`config.mk`:
```
export PLATFORM = sky130hd
export DESIGN_NAME = lock_keypad
export DESIGN_NICKNAME = d
export VERILOG_FILES = /design/src/rtl/lock_keypad.sv
export SDC_FILE = /design/constraint.sdc
export NUM_CORES = 1
export LEC_CHECK = 0
export ABC_AREA = 1
export ABC_CLOCK_PERIOD_IN_PS = 1600
export BUFFER_PORTS_ARGS = -buffer_cell sky130_fd_sc_hd__buf_4
export CORE_ASPECT_RATIO = 0.9
export CORE_UTILIZATION = 30
export CTS_CLUSTER_DIAMETER = 120
export DETAILED_ROUTE_END_ITERATION = 6
export GPL_TIMING_DRIVEN = 0
export SKIP_LAST_GASP = 1
export SLEW_MARGIN = 20
export SYNTH_ARGS = -nofsm -noshare
export SYNTH_HDL_FRONTEND = slang
export SYNTH_SLANG_ARGS = --single-unit
export TNS_END_PERCENT = 30
```
`constraint.sdc`:
```
create_clock -name clk -period 1.6 [get_ports clk]
set_input_delay 0.24 -clock clk [delete_from_list [all_inputs] [get_ports clk]]
set_output_delay 0.24 -clock clk [all_outputs]
set_load 0.01 [all_outputs]
```
`src/rtl/lock_keypad.sv`:
```
// lock_keypad: keypad code entry that pulses the lock open/close inputs, with lockout after repeated failures
// Ports: clk, rst (synchronous, active-high); key_valid/key_digit stroke, key_enter submit,
//   key_cancel clear/early close; open, close one-cycle pulses; locked_out high during lockout;
//   fail_cnt consecutive failed attempts.
// Build option: define LOCK_KEYPAD_AUTO_RELOCK_EN to add the timed auto close RELOCK_CYCLES after open.
module lock_keypad #(
  parameter int CODE_LEN = 4,
  parameter logic [CODE_LEN*4-1:0] CODE = 16'h1234,
  parameter int MAX_FAIL = 3,
  parameter int LOCKOUT_CYCLES = 64,
  parameter int RELOCK_CYCLES = 32
) (
  input  logic clk,
  input  logic rst,
  input  logic key_valid,
  input  logic [3:0] key_digit,
  input  logic key_enter,
  input  logic key_cancel,
  output logic open,
  output logic close,
  output logic locked_out,
  output logic [$clog2(MAX_FAIL+1)-1:0] fail_cnt
);
  localparam int W = CODE_LEN * 4;
  localparam int CW = $clog2(CODE_LEN + 2);
  localparam int FW = $clog2(MAX_FAIL + 1);
  localparam int LW = $clog2(LOCKOUT_CYCLES) + 1;
`ifdef LOCK_KEYPAD_AUTO_RELOCK_EN
  localparam int RW = $clog2(RELOCK_CYCLES) + 1;
  logic [RW-1:0] rel_tmr_q;
`endif
  typedef enum logic [1:0] {IDLE, ENTRY, HOLD, LOCKOUT} state_t;
  state_t state_q;
  logic [W-1:0] dig_q, dig_d;
  logic [CW-1:0] cnt_q;
  logic [LW-1:0] lock_tmr_q;
  logic match_d, last_fail_d;
  // Buffer is zero outside ENTRY, so the first stroke in IDLE shifts into an empty buffer.
  assign dig_d = W'({dig_q, key_digit});
  // cnt saturates at CODE_LEN+1, which also records an overflowed entry.
  assign match_d = (cnt_q == CW'(CODE_LEN)) && (dig_q == CODE);
  assign last_fail_d = fail_cnt == FW'(MAX_FAIL - 1);
  always_ff @(posedge clk) begin
    open <= 1'b0;
    close <= 1'b0;
    if (rst) begin
      state_q <= IDLE;
      dig_q <= '0;
      cnt_q <= '0;
      lock_tmr_q <= '0;
      fail_cnt <= '0;
      locked_out <= 1'b0;
`ifdef LOCK_KEYPAD_AUTO_RELOCK_EN
      rel_tmr_q <= '0;
`endif
    end else begin
      case (state_q)
        IDLE, ENTRY:
          if (key_cancel) begin
            dig_q <= '0;
            cnt_q <= '0;
            state_q <= IDLE;
          end else if (key_enter) begin
            dig_q <= '0;
            cnt_q <= '0;
            if (match_d) begin
              open <= 1'b1;
              fail_cnt <= '0;
              state_q <= HOLD;
`ifdef LOCK_KEYPAD_AUTO_RELOCK_EN
              rel_tmr_q <= RW'(RELOCK_CYCLES - 1);
`endif
            end else if (last_fail_d) begin
              fail_cnt <= FW'(MAX_FAIL);
              locked_out <= 1'b1;
              lock_tmr_q <= LW'(LOCKOUT_CYCLES - 1);
              state_q <= LOCKOUT;
            end else begin
              fail_cnt <= fail_cnt + 1'b1;
              state_q <= IDLE;
            end
          end else if (key_valid) begin
            dig_q <= dig_d;
            cnt_q <= (cnt_q == CW'(CODE_LEN + 1)) ? cnt_q : cnt_q + 1'b1;
            state_q <= ENTRY;
          end
        HOLD:
          if (key_cancel) begin
            close <= 1'b1;
            state_q <= IDLE;
          end
`ifdef LOCK_KEYPAD_AUTO_RELOCK_EN
          else if (rel_tmr_q == '0) begin
            close <= 1'b1;
            state_q <= IDLE;
          end else rel_tmr_q <= rel_tmr_q - 1'b1;
`endif
        default:
          if (lock_tmr_q == '0) begin
            locked_out <= 1'b0;
            fail_cnt <= '0;
            state_q <= IDLE;
          end else lock_tmr_q <= lock_tmr_q - 1'b1;
      endcase
    end
  end
endmodule

```
==> out/summary.txt <==
Cts-stage hold buffer count = 0
I/O Pins = 14
Grt ovf = 0
Hpwl dp = 2.43 mm
Largest net degree at the start of global routing = 13
Slew Limit Fails = 0
R2R Path End = lock_tmr_q[6]
Worst setup SP type = flop
CTS tree = yes
Setup-failing EPs final = 0
Synth warn = 0
Worst EP required = 1.76 ns
Reg2reg start = lock_tmr_q[1]
Drt first pass iters = 4
Setup CP Type = reg -> reg
Synth Area in Adders = 4.79%
Die Y = 70.6 um
Number of flops mapped to enable cells by yosys = 0
Layout Skew = 0.00629 ns
Area grow syn2layout = 21.0%
Simple-gate share of the synthesized area = 24.3%
Critical Path AT = 1.65 ns
Compound-Gate Fraction of Synth Area = 18.1%
Post-synth top flop = dfxtp_1
Syn Nets = 224
Total power = 1.96 mW
Hold EP = dig_q[3]
Mapped cell area = 1570 um^2
Routed vias/inst = 4.70
Crit path max fanout = 7
Min-delay src = key_digit[3]
DR WL/cell = 11.6 um
P_leak = 0.769 nW
Post-Layout Cell Count = 294
Core area = 4920 um^2
N_diodes = 0
Htree depth = 2
First-pass GRT wire length = 5.99 mm
Clock-pin transition on the worst setup and hold timing paths = 0.07 ns
Initial DRC Count = 83
CTS root buffer = clkbuf_8
Vias in the first global route = 1281
Std cell rows = 24
CTS max path bufs = 2
Avg Cell Area, Syn = 7.50 um^2
Post-Synth XOR/XNOR Area = 1.68%
Post-CTS Resized = 0
DR vias = 1383
Proportion of layout cells with a drive suffix above 1 = 15.7%
Reg2reg path depth = 10
Drc violations = 0
Worst vdd ir = 0.000324 V
Largest family of logic cells by synthesized area = simple AND/OR/NAND/NOR gates
Power per Cell Area = 1030 nW/um^2
CTS Buf Count = 5
Synthesized instance count = 209
Initial antenna violation count = 0
Port Buf Inserts = 12
Fraction of registers with async set/reset = 0%
Placed cells = 286
Mux cell area share after synthesis = 0%
Distinct cells, synth = 30
Max_slew headroom = 66.7%
GRT Total Usage = 14.0%
Crit path time final = 1.49 ns
Worst Tran Pin Value = 0.500 ns
Post-synthesis register bit count = 33
FMAX = 673 MHz
Final Hold Vio Count = 0
Clock sink count = 33
Sequential-to-total area share from yosys stat = 42.2%
Crit share post-route = 92.9%
Reg2Reg Setup Slack = 0.11 ns
Fin nets = 243
Die ar. = 5510 um^2
RSZ-0062 raised after global routing = true
Hold WC Path Type = in -> reg
Hold depth = 3
Max Cap Viol = 0
Number of routed nets with antenna violations = 0
GPL Wtd Cong = 0.802
Clk_lat worst skew = 0.29 ns
Postcts setup bufs = 0
Status = completed
DRT Wirelength = 3.42 mm
Die W = 78.2 um
Worst setup EP type = flop
Initial Util = 31.8%
==> state kept, by name (all words and copies together), names as in the netlist <==
register	count
close	1
cnt_q	3
dig_q	16
fail_cnt	2
lock_tmr_q	7
locked_out	1
open	1
state_q	2
==> synthesized netlist by cell type, drive strengths merged (2+ instances only) <==
library cell  instances  area, um^2
a211oi                5        37.5
a21oi                31         155
nand3                28         145
clkbuf                4        15.0
o21ai                 7        35.0
nand2                35         141
o31ai                 2        15.0
buf                   4        28.8
ha                    6        75.1
inv                  24        92.6
xor2                  3        26.3
nor2                 18        70.1
dfxtp                33         661
a31oi                 3        33.8
==> report_power, final <==
part / switching, mW / internal (mW) / leakage [nW]
registers: 0.0107 / 0.836 / 0.267
logic: 0.0964 / 0.0575 / 0.433
clock network: 0.332 / 0.627 / 0.0687
total: 0.439 / 1.52 / 0.769
==> worst max-delay path, cell delays in order, from the launching register on <==
cell and delay, ns:
dfxtp_1 0.31, inv_1 0.08, ha_1 0.18, inv_1 0.05
nor2_1 0.04, nand3_2 0.10, nand2_1 0.09, a21boi_1 0.25
nand2_4 0.13, nand2_1 0.08, a21oi_1 0.05
==> per-layer routing <==
| metal | up-vias | wire, um | track usage, % |
|---|---|---|---|
| met5 | - | 0 | 0 |
| met3 | 7 | 137 | 3.87 |
| met2 | 26 | 1480 | 20.3 |
| met4 | 0 | 75 | 7.41 |
| met1 | 615 | 1730 | 19.0 |
| li1 | 735 | - | - |
==> how the worst max path moves through the flow <==
stage | start | endpoint | slack (ns) | cells after the start
finish | lock_tmr_q[1] | lock_tmr_q[6] | 0.11 | 10
global route | lock_tmr_q[1] | fail_cnt[0] | -0.03 | 9
CTS | lock_tmr_q[0] | state_q[0] | 0.07 | 9
detailed placement | lock_tmr_q[0] | state_q[0] | 0.07 | 9
global placement | cnt_q[0] | lock_tmr_q[6] | 0.09 | 10
floorplan | lock_tmr_q[0] | lock_tmr_q[6] | 0.25 | 8
==> logic make-up (layout without fill, tap and decap cells) <==
| kind of cell | count (synthesis) | count (layout) |
|---|---|---|
| AOI/OAI and AO/OA | 49 | 49 |
| xor gates and xnor gates | 3 | 3 |
| adders and majority gates | 6 | 6 |
| buffers and inverters | 33 | 53 |
| DFF | 33 | 33 |
| and+or+nand+nor | 85 | 85 |
==> cell usage in the layout (no fill, tap or decap) <==
cell and n:
a211oi_1 5, a21boi_1 1, a21oi_1 31, a31oi_1 2, a31oi_4 1, and3_1 1, buf_2 2, buf_4 13
buf_6 1, bufinv_16 2, clkbuf_1 4, clkbuf_8 5, clkinv_1 1, dfxtp_1 33, ha_1 6, inv_1 19
inv_2 4, inv_4 1, inv_6 1, nand2_1 32, nand2_2 1, nand2_4 2, nand3_1 26, nand3_2 1
nand3_4 1, nor2_1 17, nor2_2 1, nor3_1 1, nor4_1 1, o21ai_0 6, o21ai_1 1, o31ai_1 2
or2_1 1, xor2_1 3
==> final cells by class <==
class,instances,area (um^2)
buffer,8,43.8
clock buffer,5,68.8
clock inverter,3,68.8
fill,526,3030
inverter,25,96.3
multi-input combinational,143,786
sequential,33,661
tap,65,81.3
timing repair buffer,12,90.1
==> stage by stage <==
stage          hold slack, ns  util, %  area (um^2)  TNS [ns]  worst slack [ns]
2_1_floorplan           0.392        -         1570         0             0.250
3_3_place_gp            0.454     35.3         1740         0            0.0904
3_5_place_dp            0.467     35.3         1740         0            0.0734
4_1_cts                 0.207     38.1         1880         0            0.0699
5_1_grt                 0.222     38.5         1900   -0.0749           -0.0304
6_report                0.211     38.5         1900         0             0.114
No activity file was read; power rests on OpenSTA's default activity.
